==> config.mk <==
export PLATFORM = sky130hd
export DESIGN_NAME = io_hub_flat
export DESIGN_NICKNAME = d
export VERILOG_FILES = /design/src/rtl/io_hub_pkg.sv /design/src/rtl/io_hub_if.sv /design/src/rtl/io_debounce.sv /design/src/rtl/io_hub.sv /design/src/flat_wrapper.sv
export SDC_FILE = /design/constraint.sdc
export NUM_CORES = 1
export LEC_CHECK = 0
export ABC_AREA = 1
export CORE_MARGIN = 2
export CORE_UTILIZATION = 59
export CTS_CLUSTER_DIAMETER = 80
export DETAILED_ROUTE_END_ITERATION = 8
export GPL_TIMING_DRIVEN = 0
export PLACE_DENSITY = 0.95
export SLEW_MARGIN = 10
export SYNTH_ARGS = -nofsm -noshare
export SYNTH_HDL_FRONTEND = slang
export SYNTH_HIERARCHICAL = 1
export SYNTH_SLANG_ARGS = --single-unit
==> constraint.sdc <==
create_clock -name clock -period 2.3 [get_ports clock]
set_input_delay 0.23 -clock clock [delete_from_list [all_inputs] [get_ports clock]]
set_output_delay 0.23 -clock clock [all_outputs]
set_load 0.005 [all_outputs]
==> src/rtl/io_hub_pkg.sv <==
// io_hub shared definitions: register offsets, channel/width limits
// and the byte-address to word-index helper.
package io_hub_pkg;

  localparam logic [7:0] OUT_BASE  = 8'h00;
  localparam logic [7:0] IN_BASE   = 8'h40;
  localparam logic [7:0] PEND_OFS  = 8'h80;
  localparam logic [7:0] IEN_OFS   = 8'h84;
  localparam logic [7:0] BLINK_OFS = 8'h88;

  localparam int MAX_CH = 16;
  localparam int MAX_W  = 32;

  function automatic logic [5:0] word_of(
    input logic [7:0] a
  );
    return a[7:2];
  endfunction

endpackage

==> src/rtl/io_hub_if.sv <==
// io_hub CPU-side IO bus: select, read/write strobes, byte address,
// store data (master->slave) and combinational load data (slave->master).
interface io_hub_if;

  logic        ioCtrl;
  logic        ioRead;
  logic        ioWrite;
  logic [7:0]  addr;
  logic [31:0] write_data;
  logic [31:0] read_data;

  modport master (
    output ioCtrl, ioRead, ioWrite,
    output addr, write_data,
    input  read_data
  );

  modport slave (
    input  ioCtrl, ioRead, ioWrite,
    input  addr, write_data,
    output read_data
  );

endinterface

==> src/rtl/io_debounce.sv <==
// One input bank: 2-flop sync, stability counter, stable value.
// Ports: clock, reset (async low), i_raw in; o_stb value, o_chg pulse out.
module io_debounce #(
  parameter int IN_W      = 8,
  parameter int DB_CYCLES = 20000
) (
  input  logic            clock,
  input  logic            reset,
  input  logic [IN_W-1:0] i_raw,
  output logic [IN_W-1:0] o_stb,
  output logic            o_chg
);

  localparam int CW = $clog2(DB_CYCLES);
  localparam logic [CW-1:0] LAST = CW'(DB_CYCLES - 1);

  logic [IN_W-1:0] r_s1;
  logic [IN_W-1:0] r_s2;
  logic [IN_W-1:0] r_stb;
  logic [CW-1:0]   r_cnt;
  logic            w_diff;
  logic            w_done;

  assign w_diff = (r_s2 != r_stb);
  // High in the cycle before stb takes the new value, so the
  // pending bit in the parent sets on the same edge as stb.
  assign w_done = w_diff && (r_cnt == LAST);

  always_ff @(posedge clock or negedge reset) begin
    if (!reset) begin
      r_s1  <= '0;
      r_s2  <= '0;
      r_stb <= '0;
      r_cnt <= '0;
    end else begin
      r_s1 <= i_raw;
      r_s2 <= r_s1;
      unique case (1'b1)
        !w_diff: r_cnt <= '0;
        w_done: begin
          r_stb <= r_s2;
          r_cnt <= '0;
        end
        default: r_cnt <= r_cnt + 1'b1;
      endcase
    end
  end

  assign o_stb = r_stb;
  assign o_chg = w_done;

endmodule

==> src/rtl/io_hub.sv <==
// Memory-mapped LED/switch hub: output banks with blink, debounced inputs,
// W1C change status, maskable irq. Ports: clock, reset, bus, leds, switches, irq.
module io_hub
  import io_hub_pkg::*;
#(
  parameter int CH_OUT    = 3,
  parameter int OUT_W     = 8,
  parameter int CH_IN     = 3,
  parameter int IN_W      = 8,
  parameter int DB_CYCLES = 20000,
  parameter int BLINK_DIV = 12500000
) (
  input  logic                    clock,
  input  logic                    reset,
  io_hub_if.slave                 bus,
  output logic [CH_OUT*OUT_W-1:0] leds,
  input  logic [CH_IN*IN_W-1:0]   switches,
  output logic                    irq
);

  localparam int BW = $clog2(BLINK_DIV);
  localparam logic [BW-1:0] BC_LAST = BW'(BLINK_DIV - 1);

  logic [OUT_W-1:0]        r_out [CH_OUT];
  logic [CH_IN-1:0]        r_pend;
  logic [CH_IN-1:0]        r_ien;
  logic [CH_OUT-1:0]       r_blink;
  logic [BW-1:0]           r_bc;
  logic                    r_phase;
  logic                    r_irq;
  logic [CH_OUT*OUT_W-1:0] r_leds;

  logic [IN_W-1:0]  w_stb [CH_IN];
  logic [CH_IN-1:0] w_chg;
  logic [CH_IN-1:0] w_clr;
  logic [5:0]       w_word;
  logic [3:0]       w_idx;
  logic             w_out_rgn;
  logic             w_in_rgn;
  logic             w_is_pend;
  logic             w_is_ien;
  logic             w_is_blink;
  logic             w_wr;
  logic             w_rd;
  logic [MAX_W-1:0] w_rdata;
  logic             w_unused;

  for (genvar j = 0; j < CH_IN; j++) begin : g_in
    io_debounce #(
      .IN_W      (IN_W),
      .DB_CYCLES (DB_CYCLES)
    ) u_db (
      .clock (clock),
      .reset (reset),
      .i_raw (switches[j*IN_W +: IN_W]),
      .o_stb (w_stb[j]),
      .o_chg (w_chg[j])
    );
  end

  assign w_word     = word_of(bus.addr);
  assign w_idx      = w_word[3:0];
  assign w_out_rgn  = (w_word[5:4] == OUT_BASE[7:6]);
  assign w_in_rgn   = (w_word[5:4] == IN_BASE[7:6]);
  assign w_is_pend  = (w_word == word_of(PEND_OFS));
  assign w_is_ien   = (w_word == word_of(IEN_OFS));
  assign w_is_blink = (w_word == word_of(BLINK_OFS));
  assign w_wr       = bus.ioCtrl & bus.ioWrite;
  assign w_rd       = bus.ioCtrl & bus.ioRead;
  assign w_clr      = (w_wr && w_is_pend) ? bus.write_data[CH_IN-1:0] : '0;
  assign w_unused   = ^{bus.addr[1:0], bus.write_data};

  // Channel indices past CH_OUT/CH_IN match no loop iteration,
  // so they read as zero and writes to them fall away.
  always_comb begin
    w_rdata = '0;
    if (w_rd) begin
      for (int i = 0; i < CH_OUT; i++)
        if (w_out_rgn && w_idx == 4'(i))
          w_rdata[OUT_W-1:0] = r_out[i];
      for (int j = 0; j < CH_IN; j++)
        if (w_in_rgn && w_idx == 4'(j))
          w_rdata[IN_W-1:0] = w_stb[j];
      if (w_is_pend)  w_rdata[CH_IN-1:0]  = r_pend;
      if (w_is_ien)   w_rdata[CH_IN-1:0]  = r_ien;
      if (w_is_blink) w_rdata[CH_OUT-1:0] = r_blink;
    end
  end

  always_ff @(posedge clock or negedge reset) begin
    if (!reset) begin
      for (int i = 0; i < CH_OUT; i++) r_out[i] <= '0;
      r_pend  <= '0;
      r_ien   <= '0;
      r_blink <= '0;
      r_irq   <= 1'b0;
    end else begin
      for (int i = 0; i < CH_OUT; i++)
        if (w_wr && w_out_rgn && w_idx == 4'(i))
          r_out[i] <= bus.write_data[OUT_W-1:0];
      if (w_wr) begin
        unique case (1'b1)
          w_is_ien:   r_ien   <= bus.write_data[CH_IN-1:0];
          w_is_blink: r_blink <= bus.write_data[CH_OUT-1:0];
          default: ;
        endcase
      end
      // A fresh change beats a same-edge clear.
      r_pend <= (r_pend & ~w_clr) | w_chg;
      r_irq  <= |(r_pend & r_ien);
    end
  end

  always_ff @(posedge clock or negedge reset) begin
    if (!reset) begin
      r_bc    <= '0;
      r_phase <= 1'b0;
      r_leds  <= '0;
    end else begin
      if (r_bc == BC_LAST) begin
        r_bc    <= '0;
        r_phase <= ~r_phase;
      end else begin
        r_bc <= r_bc + 1'b1;
      end
      for (int i = 0; i < CH_OUT; i++)
        r_leds[i*OUT_W +: OUT_W] <=
          (r_blink[i] && !r_phase) ? '0 : r_out[i];
    end
  end

  assign bus.read_data = w_rdata;
  assign leds          = r_leds;
  assign irq           = r_irq;

endmodule

==> src/flat_wrapper.sv <==
// flat-port wrapper written by rule: the top's interface ports become plain ports
module io_hub_flat import io_hub_pkg::*;
#(
  parameter int CH_OUT    = 3,
  parameter int OUT_W     = 8,
  parameter int CH_IN     = 3,
  parameter int IN_W      = 8,
  parameter int DB_CYCLES = 20000,
  parameter int BLINK_DIV = 12500000
)
  (clock, reset, leds, switches, irq, bus_ioCtrl, bus_ioRead, bus_ioWrite, bus_addr, bus_write_data, bus_read_data);
  io_hub_if bus_i ();
  input  logic clock;
  input  logic reset;
  output logic [CH_OUT*OUT_W-1:0] leds;
  input  logic [CH_IN*IN_W-1:0] switches;
  output logic irq;
  input wire logic [$bits(bus_i.ioCtrl)-1:0] bus_ioCtrl;
  input wire logic [$bits(bus_i.ioRead)-1:0] bus_ioRead;
  input wire logic [$bits(bus_i.ioWrite)-1:0] bus_ioWrite;
  input wire logic [$bits(bus_i.addr)-1:0] bus_addr;
  input wire logic [$bits(bus_i.write_data)-1:0] bus_write_data;
  output wire logic [$bits(bus_i.read_data)-1:0] bus_read_data;
  assign bus_i.ioCtrl = bus_ioCtrl;
  assign bus_i.ioRead = bus_ioRead;
  assign bus_i.ioWrite = bus_ioWrite;
  assign bus_i.addr = bus_addr;
  assign bus_i.write_data = bus_write_data;
  assign bus_read_data = bus_i.read_data;
  io_hub #(.CH_OUT(CH_OUT), .OUT_W(OUT_W), .CH_IN(CH_IN), .IN_W(IN_W), .DB_CYCLES(DB_CYCLES), .BLINK_DIV(BLINK_DIV)) u_core (.clock(clock), .reset(reset), .bus(bus_i), .leds(leds), .switches(switches), .irq(irq));
endmodule
# == Word-level counts from Yosys, hierarchy flattened ==
# Index checks and enable logic that the tools add are counted.
# totals
output_inout_bits,57
mem_bits_ro,0
regBits,200
ram_bits,0
inputBits,69
word_cells,93
latch_bits,0
mem_count,0
# op_classes
mux,18
mul,0
n_lt_le_gt_ge,0
eq_ne,13
bitwise,7
n_shift,0
add_sub_neg,4
div,0
n_reduce_logical,29
# ops
cell,n
two-way mux 8 bit,10
"adder 15 x 1 -> 15 bit, second input constant",3
"equality test 15 bit, second input constant",3
two-way mux 15 bit,3
"adder 24 x 1 -> 24 bit, second input constant",1
"equality test 24 bit, second input constant",1
two-way mux 24 bit,1
inequality test 8 bit,3
"equality test 6 bit, second input constant",3
logical AND 1 bit,17
two-way mux 3 bit,4
bitwise AND 3 bit,2
OR reduction 2 bit,3
"equality test 4 x 1 -> 1 bit, second input constant",1
"equality test 4 x 2 -> 1 bit, second input constant",1
logical NOT 1 bit,4
logical NOT 4 bit,1
AND reduction 2 bit,2
inverter 3 bit,1
OR 3 bit,1
OR reduction 3 bit,1
bitwise AND 1 bit,2
"equality test 2 x 1 -> 1 bit, second input constant",1
logical NOT 2 bit,1
inverter 1 bit,1

# == Logic depth before layout (Yosys ltp) ==
# Gate-level depths: netlist of the first run.
# logic_depth
ltp_word,12
ltp_mapped,11
mapped_depth_nobuf,11

# == By module ==
# Netlist of the first run, hierarchy kept.
# by_module_without_submodules
mod,seq_area_each_um2,cells_each,instances,area_each_um2
io_hub,2077.0,515,1,4199.0
io_debounce at u_core.g_in[0].u_db ...,975.9,177,2,1710.4
io_debounce at u_core.g_in[1].u_db,975.9,177,1,1711.6

# == Worst setup path before layout of the first run ==
# OpenSTA, ideal clock, no wires.
# synth_path
path_kind,flip-flop to flip-flop
from,register u_core.r_bc[0]
to,register u_core.r_bc[18]
required_ns,2.179
stages_incl_launch_ff,8
setup_ns,0.121
synth_period_minus_slack_ns,1.478
path_buffers,1
arrival_ns,1.357
setup_slack_ns,0.822
path_cell_list,dfrtp_1 ha_1 nand2_1 nor4_1 nand3_1 inv_2 buf_2 nor2_1
# synth_via
elab_chain_len,2
word_cells_on_any_way,3
cone_classes,add/sub (1); eq/ne (1); mux (1)
# synth_lines
element,line,source
start: declaration,io_hub.sv:28,logic [BW-1:0] r_bc;
start signal: assignment,io_hub.sv:124,r_bc <= r_bc + 1'b1;
adder 24 x 1 -> 24 bit / equality test 24 bit (equally long branches),"io_hub.sv:124, io_hub.sv:120",
two-way mux 24 bit (*),io_hub.sv:120,if (r_bc == BC_LAST) begin
# Mark *: on every way between the ends. The rest lies on a longest branch, timed or not.
# A chain may end at the register's enable or synchronous reset.

# == Worst setup path after layout of the first run ==
# layout_path
from,input bus_addr[3]
to,output bus_read_data[3]
# layout_via
elab_chain_len,9
word_cells_on_any_way,16
cone_classes,eq/ne (2); mux (7); reduce/logical (7)
# layout_lines
element,line,source
start: declaration,flat_wrapper.sv:21,input wire logic [$bits(bus_i.addr)-1:0] bus_addr;
logical NOT 4 bit,"io_hub.sv:79, io_hub.sv:82",
logical AND 1 bit,io_hub.sv:79,if (w_out_rgn && w_idx == 4'(i))
two-way mux 8 bit (3 in a row),io_hub.sv:79,
two-way mux 8 bit (2 in a row),io_hub.sv:82,if (w_in_rgn && w_idx == 4'(j))
two-way mux 8 bit (*),io_hub.sv:82,
two-way mux 8 bit (*),io_hub.sv:77,if (w_rd) begin
end: declaration,flat_wrapper.sv:23,output wire logic [$bits(bus_i.read_data)-1:0] bus_read_data;
# Marked as above.

==> summary.md, run 1 <==
| Metric | Value |
|---|---|
| Routed vias | 7589 |
| Arrival time worst endpoint | 2080 ps |
| Lkg Pwr | 5.37 nW |
| Worst Path Max Fanout | 6 |
| RSZ-0062 raised after global routing | true |
| Failing checks | negative setup slack |
| Root Driver | clkbuf_16 |
| Drt first pass iters | 6 |
| Setup_tns | -14.7 ps |
| Crit path required time | 2070 ps |
| Max Clk Rate | 432 MHz |
| Total global routing overflow | 0 |
| Deepest clock path buffer count | 2 |
| Final min period | 2310 ps |
| Layout Skew | 12.8 ps |
| Largest net degree at the start of global routing | 111 |
| Vias in the first global route | 7370 |
| Synthesized cell area | 9330 um2 |
| Total track usage | 26.2% |
| Fin Hold WS | 224 ps |
| CP top delay family | buffers and inverters |
| Peak supply drop | 0.000575 V |
| IO Port Bufs | 75 |
| PnR worst setup slack | -14.7 ps |
| Crit Path Category | primary input to output port |
| Worst Path Buf+Inv | 4 |
| Clock-pin slew on the worst setup and hold paths | 70 ps |
| Antenna Violating Nets Remaining | 0 |
| Core Area | 15300 um2 |
| Max_slew headroom | 57.0% |
| Final #Nets | 1249 |
| Int Power | 5.70 mW |
| Register area share after synthesis | 53.6% |
| Worst setup EP type | output port |
| Hold depth | 1 |
| Initial Util | 60.9% |
| H-tree depth | 4 |
| Crit path depth | 8 |
| Synth Flop Type | dfrtp_1 |
| Post-synth EDFFs | 0 |
| DRC viols | 0 |
| Synth cell types | 36 |
| Part of the power in combinational logic | 12.4% |
| Seq pwr share | 51.7% |
| FP Rows | 45 |
| Drt wl/cell | 15.1 um |
| Hold WC Path Type | primary input to flop |
| Num CTS Buffers | 17 |
| CTS tree | yes |
| Setup violators final | 1 |
| PD cells | 705 nW/um2 |
| Routed WL | 21200 um |
| Ratio of cells with drive above 1 in the final layout | 16.3% |
| First-pass GRT wire length | 34200 um |
| CP max stage delay | 540 ps |
| Iter 0 DRT Violations | 897 |
| MaxCap Viol Count | 0 |
| Avg Inst Size Synth | 8.92 um2 |
| HPWL Detailed | 14400 um |
| Critical-path top delay cell | clkdlybuf4s50_1 |
| Post-route clock period utilization | 101% |
| Worst reg2reg path depth | 7 |
| Sw power | 2.20 mW |
| Worst path cell trace | dlygate4sd2_1 -> inv_2 -> nor2_2 -> nand3_2 -> inv_2 -> nand2_1 -> a41oi_2 -> clkdlybuf4s50_1 |
| Routed vias/inst | 5.42 |
| Critical Path Start Type | primary input |
| Clk sinks | 200 |
| Area grow syn2layout | 20.0% |
| Final Slew Violations | 0 |
| # diodes | 0 |
| Syn Inst Count | 1046 |
| Switching share of total power | 27.8% |
| Clock power frac | 35.9% |
| Die area | 16800 um2 |
| FF+latch count, synth | 200 |
| IO Pins | 126 |
| Yosys warning count | 6 |
| Dpl cells | 1356 |
| Final hold violations | 0 |
| Worst skew pair latency | 440 ps |
| Post-synth ARST share | 100% |
| Initial antenna violation count | 0 |
| Tightest Pin Transition | 646 ps |
| Fill cells | 1044 |
| Most frequent cell on the critical path | inv_2 |
| GP Congestion | 0.966 |
| Post-Layout Cell Count | 1399 |
| Die Ht | 130 um |
| Status | finished with violations |
| Die Wd | 130 um |
-- final cells by class --
cell class              instances  area [um2]  area share [%]
plain buffers                  32         272            2.42
clock buffers                  17         425            3.80
clock inverters                14         133            1.18
inverters                     135         514            4.59
multi-input cells             702        3720            33.2
flip-flops and latches        200        5000            44.7
well taps                     211         264            2.36
repair buffers                 88         868            7.75
-- through the flow --
stage	power, mW	setup slack, ps	area, um2	util [%]
global route	8.26	-53.9	11200	73.1
global placement	5.03	-6700	10400	68.1
detailed placement	5.09	-459	10500	68.3
CTS	7.90	-111	11200	72.8
finish	7.90	-14.7	11200	73.1
floorplan	4.70	822	9420	-
-- cells by family after synthesis --
family,after synthesis,synth area share (%)
xor gates and xnor gates,56,5.26
AOI/OAI and AO/OA,71,4.25
buffers and inverters,167,8.38
DFF,200,53.6
other,1,0.0402
and+or+nand+nor,547,27.9
adders and majority gates,4,0.536
-- what timing repair did --
item | CTS | global route
pin swaps | 3 | 3
resized for setup | 22 | 14
endpoints found under the setup margin | 8 | 6
buffers inserted | 8 | 3
hold endpoints to repair | 90 | 0
hold buffers | 1 | 0
-- worst paths after layout --
| check | startpoint | endpoint | slack, ps |
|---|---|---|---|
| max reg2reg | u_core/r_bc[0] | u_core/r_bc[19] | 460 |
| min reg2reg | u_core/g_in[1].u_db/r_s1[5] | u_core/g_in[1].u_db/r_s2[5] | 350 |
| min | switches[6] | u_core/g_in[0].u_db/r_s1[6] | 220 |
| max in group asynchronous | reset | u_core/r_bc[17] | 980 |
| min in group asynchronous | reset | u_core/g_in[1].u_db/r_cnt[6] | 380 |
| max | bus_addr[3] | bus_read_data[3] | -10 |
-- flip-flops by register name, indices dropped and copies added (netlist names) --
name / flops
u_core/g_in.u_db/o_stb: 24
u_core/g_in.u_db/r_cnt: 45
u_core/g_in.u_db/r_s1: 24
u_core/g_in.u_db/r_s2: 24
u_core/irq: 1
u_core/leds: 24
u_core/r_bc: 24
u_core/r_blink: 3
u_core/r_ien: 3
u_core/r_out: 24
u_core/r_pend: 3
u_core/r_phase: 1
-- cells in the mapped netlist (5+ instances only) --
library cell / number / area, um2
a21oi_1: 14 / 70.1
a22oi_1: 5 / 37.5
a41oi_1: 5 / 43.8
buf_4: 25 / 188
dfrtp_1: 200 / 5000
inv_1: 116 / 435
inv_2: 15 / 56.3
nand2_1: 251 / 942
nand2_2: 17 / 106
nand3_1: 50 / 250
nand4_1: 22 / 138
nor2_1: 116 / 435
nor2_2: 43 / 269
nor2_4: 9 / 101
nor3_1: 14 / 70.1
nor3_2: 5 / 50.1
nor4_1: 5 / 31.3
o21ai_0: 12 / 60.1
o21ai_1: 31 / 155
xnor2_1: 28 / 245
xor2_1: 28 / 245
-- layout by cell type (no fill, tap or decap), types with 5 or more instances in the layout --
cell,instances
buf_4,35
dfrtp_1,200
o21ai_0,10
nand2_1,250
xnor2_1,28
inv_1,116
nor3_2,5
dlygate4sd2_1,6
inv_6,8
nor2_2,42
nor2_4,12
conb_1,24
nand4_1,22
xor2_1,28
inv_2,15
nand3_1,49
a21oi_1,12
clkdlybuf4s50_1,62
nor4_1,5
o21ai_1,33
nor2_1,114
a22oi_1,5
clkbuf_16,17
nand2_2,17
nor3_1,13
-- routing by layer --
metal	vias to the layer above	global-route usage [%]	routed length, um
met5	-	0	0
met4	0	13.3	903
met3	95	6.56	1800
met2	407	42.9	10500
met1	3601	32.6	7950
li1	3486	-	-
-- power groups by stage --
| stage | clock [mW] | sequential [mW] | combinational (mW) |
|---|---|---|---|
| final | 2.84 | 4.08 | 0.979 |
| after global routing | 3.03 | 4.12 | 1.10 |
| after CTS | 2.85 | 4.08 | 0.976 |
| after detailed placement | 0 | 4.14 | 0.950 |
| after global placement | 0 | 4.12 | 0.908 |
| after floorplan | 0 | 4.08 | 0.620 |
Note: power is estimated with default switching activity, not from simulation.
==> run 2, diff against run 1 <==
--- a/config.mk
+++ b/config.mk
@@ -7,11 +7,12 @@
 export LEC_CHECK = 0
 export ABC_AREA = 1
 export CORE_MARGIN = 2
-export CORE_UTILIZATION = 59
+export CORE_UTILIZATION = 55
 export CTS_CLUSTER_DIAMETER = 80
 export DETAILED_ROUTE_END_ITERATION = 8
 export GPL_TIMING_DRIVEN = 0
-export PLACE_DENSITY = 0.95
+export PLACE_DENSITY = 0.91
+export SKIP_LAST_GASP = 1
 export SLEW_MARGIN = 10
 export SYNTH_ARGS = -nofsm -noshare
 export SYNTH_HDL_FRONTEND = slang
==> run 2 against run 1 <==
Against the previous run:
- the run still ends with negative setup slack left
- die area is 7.0% higher
- critical endpoint is now bus_read_data[1]
- clock-buffer cell count up 2
- flip-flop and latch count is the same
- global-route usage shrank 2.6 points
==> summary.md, run 2 (synthesis gave the netlist of run 1 again) <==
| Metric | Value |
|---|---|
| Status | finished with violations |
| Failing checks | negative setup slack |
| Max Clk Rate | 434 MHz (+0.46%) |
| Die Ht | 134 um (+3.5%) |
| Crit path required time | 2070 ps (about the same) |
| Deepest clock path buffer count | 2 (unchanged) |
| GP Congestion | 0.939 (-2.8%) |
| Placed Area | 10500 um2 (+0.11%) |
| Max reg flops | 45 (unchanged) |
| Critical Path Start Type | primary input |
| Final Slew Violations | 0 (unchanged) |
| Routed vias/inst | 5.27 (-2.9%) |
| Die Wd | 134 um (+3.5%) |
| Num CTS Buffers | 17 (unchanged) |
| Peak supply drop | 0.000661 V (+15%) |
| Antenna Violating Nets Remaining | 0 (unchanged) |
| IO Port Bufs | 75 (unchanged) |
| HPWL Detailed | 13800 um (-3.7%) |
| PD cells | 699 nW/um2 (-0.92%) |
| IO Pins | 126 (unchanged) |
| Multi-input logic area | 3740 um2 (+0.57%) |
| Power Total | 7.86 mW (-0.58%) |
| Total track usage | 23.6% (-2.6 points) |
| Total global routing overflow | 0 (unchanged) |
| Core Area | 16600 um2 (+8.3%) |
| Setup_tns | -4.03 ps (+10.7 ps) |
| Commonest non-fill, non-tap cells in the layout | nand2_1, dfrtp_1, inv_1 |
| Dpl ws | -409 ps (+50.3 ps) |
| Setup violators final | 1 (unchanged) |
| Seq pwr share | 51.9% (+0.2 points) |
| Worst skew pair latency | 450 ps (about the same) |
| RSZ-0062 raised after global routing | true |
| Clock-pin slew on the worst setup and hold paths | 70 ps (about the same) |
| Routed vias | 7438 (-2.0%) |
| Largest net degree at the start of global routing | 108 (-2.7%) |
| Routed WL | 20400 um (-3.5%) |
| Initial Util | 56.3% (-4.7 points) |
| Critical Path Start | bus_addr[5] |
| Crit Path Category | primary input to output port |
| First-pass GRT wire length | 33400 um (-2.4%) |
| Clk sinks | 200 (unchanged) |
| Part of the power in combinational logic | 12.4% (about the same) |
| CP max stage delay | 490 ps (-50 ps) |
| Top reg by flops | u_core/g_in.u_db/r_cnt |
| Final hold violations | 0 (unchanged) |
| Clock power frac | 35.8% (about the same) |
| Die area | 18000 um2 (+7.0%) |
| Fill cells | 1192 (+14%) |
| Worst path cell trace | dlygate4sd2_1 -> nor2_4 -> buf_6 -> buf_4 -> nand4_1 -> nand2_1 -> nor2_1 -> nand3_1 -> nand2_1 -> nand3_2 -> nand2_2 -> inv_1 -> clkdlybuf4s50_1 |
| Final Instance Area | 11200 um2 (+0.35%) |
| FP Rows | 47 (+4.4%) |
| Lkg Pwr | 5.33 nW (-0.69%) |
| Int Power | 5.72 mW (+0.35%) |
| Root Driver | clkbuf_16 |
| Max_slew headroom | 55.0% (-2.0 points) |
| Sw power | 2.13 mW (-3.0%) |
| Post-route clock period utilization | 100% (-0.47 points) |
| # diodes | 0 (unchanged) |
| CTS tree | yes |
| Most frequent cell on the critical path | nand2_1 |
| PnR worst setup slack | -4.03 ps (+10.7 ps) |
| H-tree depth | 4 (unchanged) |
| Post-Layout Cell Count | 1412 (+0.93%) |
| Worst setup EP type | output port |
| Dpl cells | 1365 (+0.66%) |
| Drt first pass iters | 6 (unchanged) |
| Layout Skew | 8.91 ps (-3.85 ps) |
| MaxCap Viol Count | 0 (unchanged) |
| Switching share of total power | 27.1% (-0.67 points) |
| Hold WC Path Type | primary input to flop |
| RR Startpoint | u_core/r_bc[0] |
| Critical-path top delay cell | clkdlybuf4s50_1 |
| Commonest non-fill, non-tap cell in the layout | nand2_1 |
| Area grow syn2layout | 20.4% |
| Hold_sp | switches[6] |
| Worst Path Max Fanout | 5 (-1) |
| Iter 0 DRT Violations | 1016 (+13%) |
| Fin Hold WS | 216 ps (-7.81 ps) |
| Tightest Pin Transition | 675 ps (+29.3 ps) |
| Drt wl/cell | 14.5 um (-4.4%) |
| DRC viols | 0 (unchanged) |
| Vias in the first global route | 7099 (-3.7%) |
| Ratio of cells with drive above 1 in the final layout | 16.6% (+0.28 points) |
| Final core occ | 67.8% (-5.4 points) |
| Seq. cell area | 5000 um2 (unchanged) |
| Initial antenna violation count | 0 (unchanged) |
| Arrival time worst endpoint | 2070 ps (about the same) |
| Final min period | 2300 ps (-10.7 ps) |
| Final #Nets | 1252 (+0.24%) |
-- run 2: changes by cell type in the layout (fill, tap and decap cells not counted), moves of 3 or more --
| cell | delta |
|---|---|
| dlymetal6s2s_1 | -4 |
| clkinvlp_4 | +3 |
| inv_6 | -5 |
| clkdlybuf4s50_1 | +3 |
| buf_4 | +3 |
-- run 2: layer usage --
| layer | GRT usage, % | share of wire (%) | vias to the layer above |
|---|---|---|---|
| li1 | - | - | 3491 |
| met1 | 29.5 | 40 | 3510 |
| met2 | 38.0 | 48 | 349 |
| met3 | 6.12 | 7.7 | 88 |
| met4 | 12.2 | 4.1 | 0 |
| met5 | 0 | 0 | - |
-- run 2: critical path: cells and delay by family --
family        cells  cell delay [ps]
simple gates      8              740
buf+inv           5             1100
-- run 2: area by class of cell --
cell class | instances | share of cell area (%)
Tap cell | 220 | 2.45
Multi-Input combinational cell | 702 | 33.3
Clock inverter | 13 | 1.01
Sequential cell | 200 | 44.5
Clock buffer | 19 | 3.94
Inverter | 135 | 4.58
Timing Repair Buffer | 91 | 7.79
Buffer | 32 | 2.42
-- run 2: final timing paths --
check                      slack, ps  cells past startpoint                            to
max                               -4                     13              bus_read_data[1]
min reg2reg                      350                      0   u_core/g_in[1].u_db/r_s2[4]
max reg2reg                      490                      7               u_core/r_bc[19]
min                              220                      1   u_core/g_in[0].u_db/r_s1[6]
min in group asynchronous        370                      2  u_core/g_in[1].u_db/r_cnt[4]
max in group asynchronous       1010                      3              u_core/r_out[21]
-- run 2: power by group through the flow --
stage	clock [mW]	sequential, mW	combinational [mW]
after floorplan	0	4.08	0.620
after global routing	3.03	4.11	1.09
after CTS	2.85	4.07	0.970
final	2.81	4.07	0.972
after global placement	0	4.12	0.908
after detailed placement	0	4.14	0.941
-- run 2: what timing repair did --
| item | in CTS | in global routing |
|---|---|---|
| hold buffers | 1 | 0 |
| buffers inserted | 13 | 1 |
| resized for setup | 28 | 11 |
| pin swaps | 9 | 5 |
| endpoints found under the setup margin | 8 | 7 |
| hold endpoints to repair | 93 | 0 |
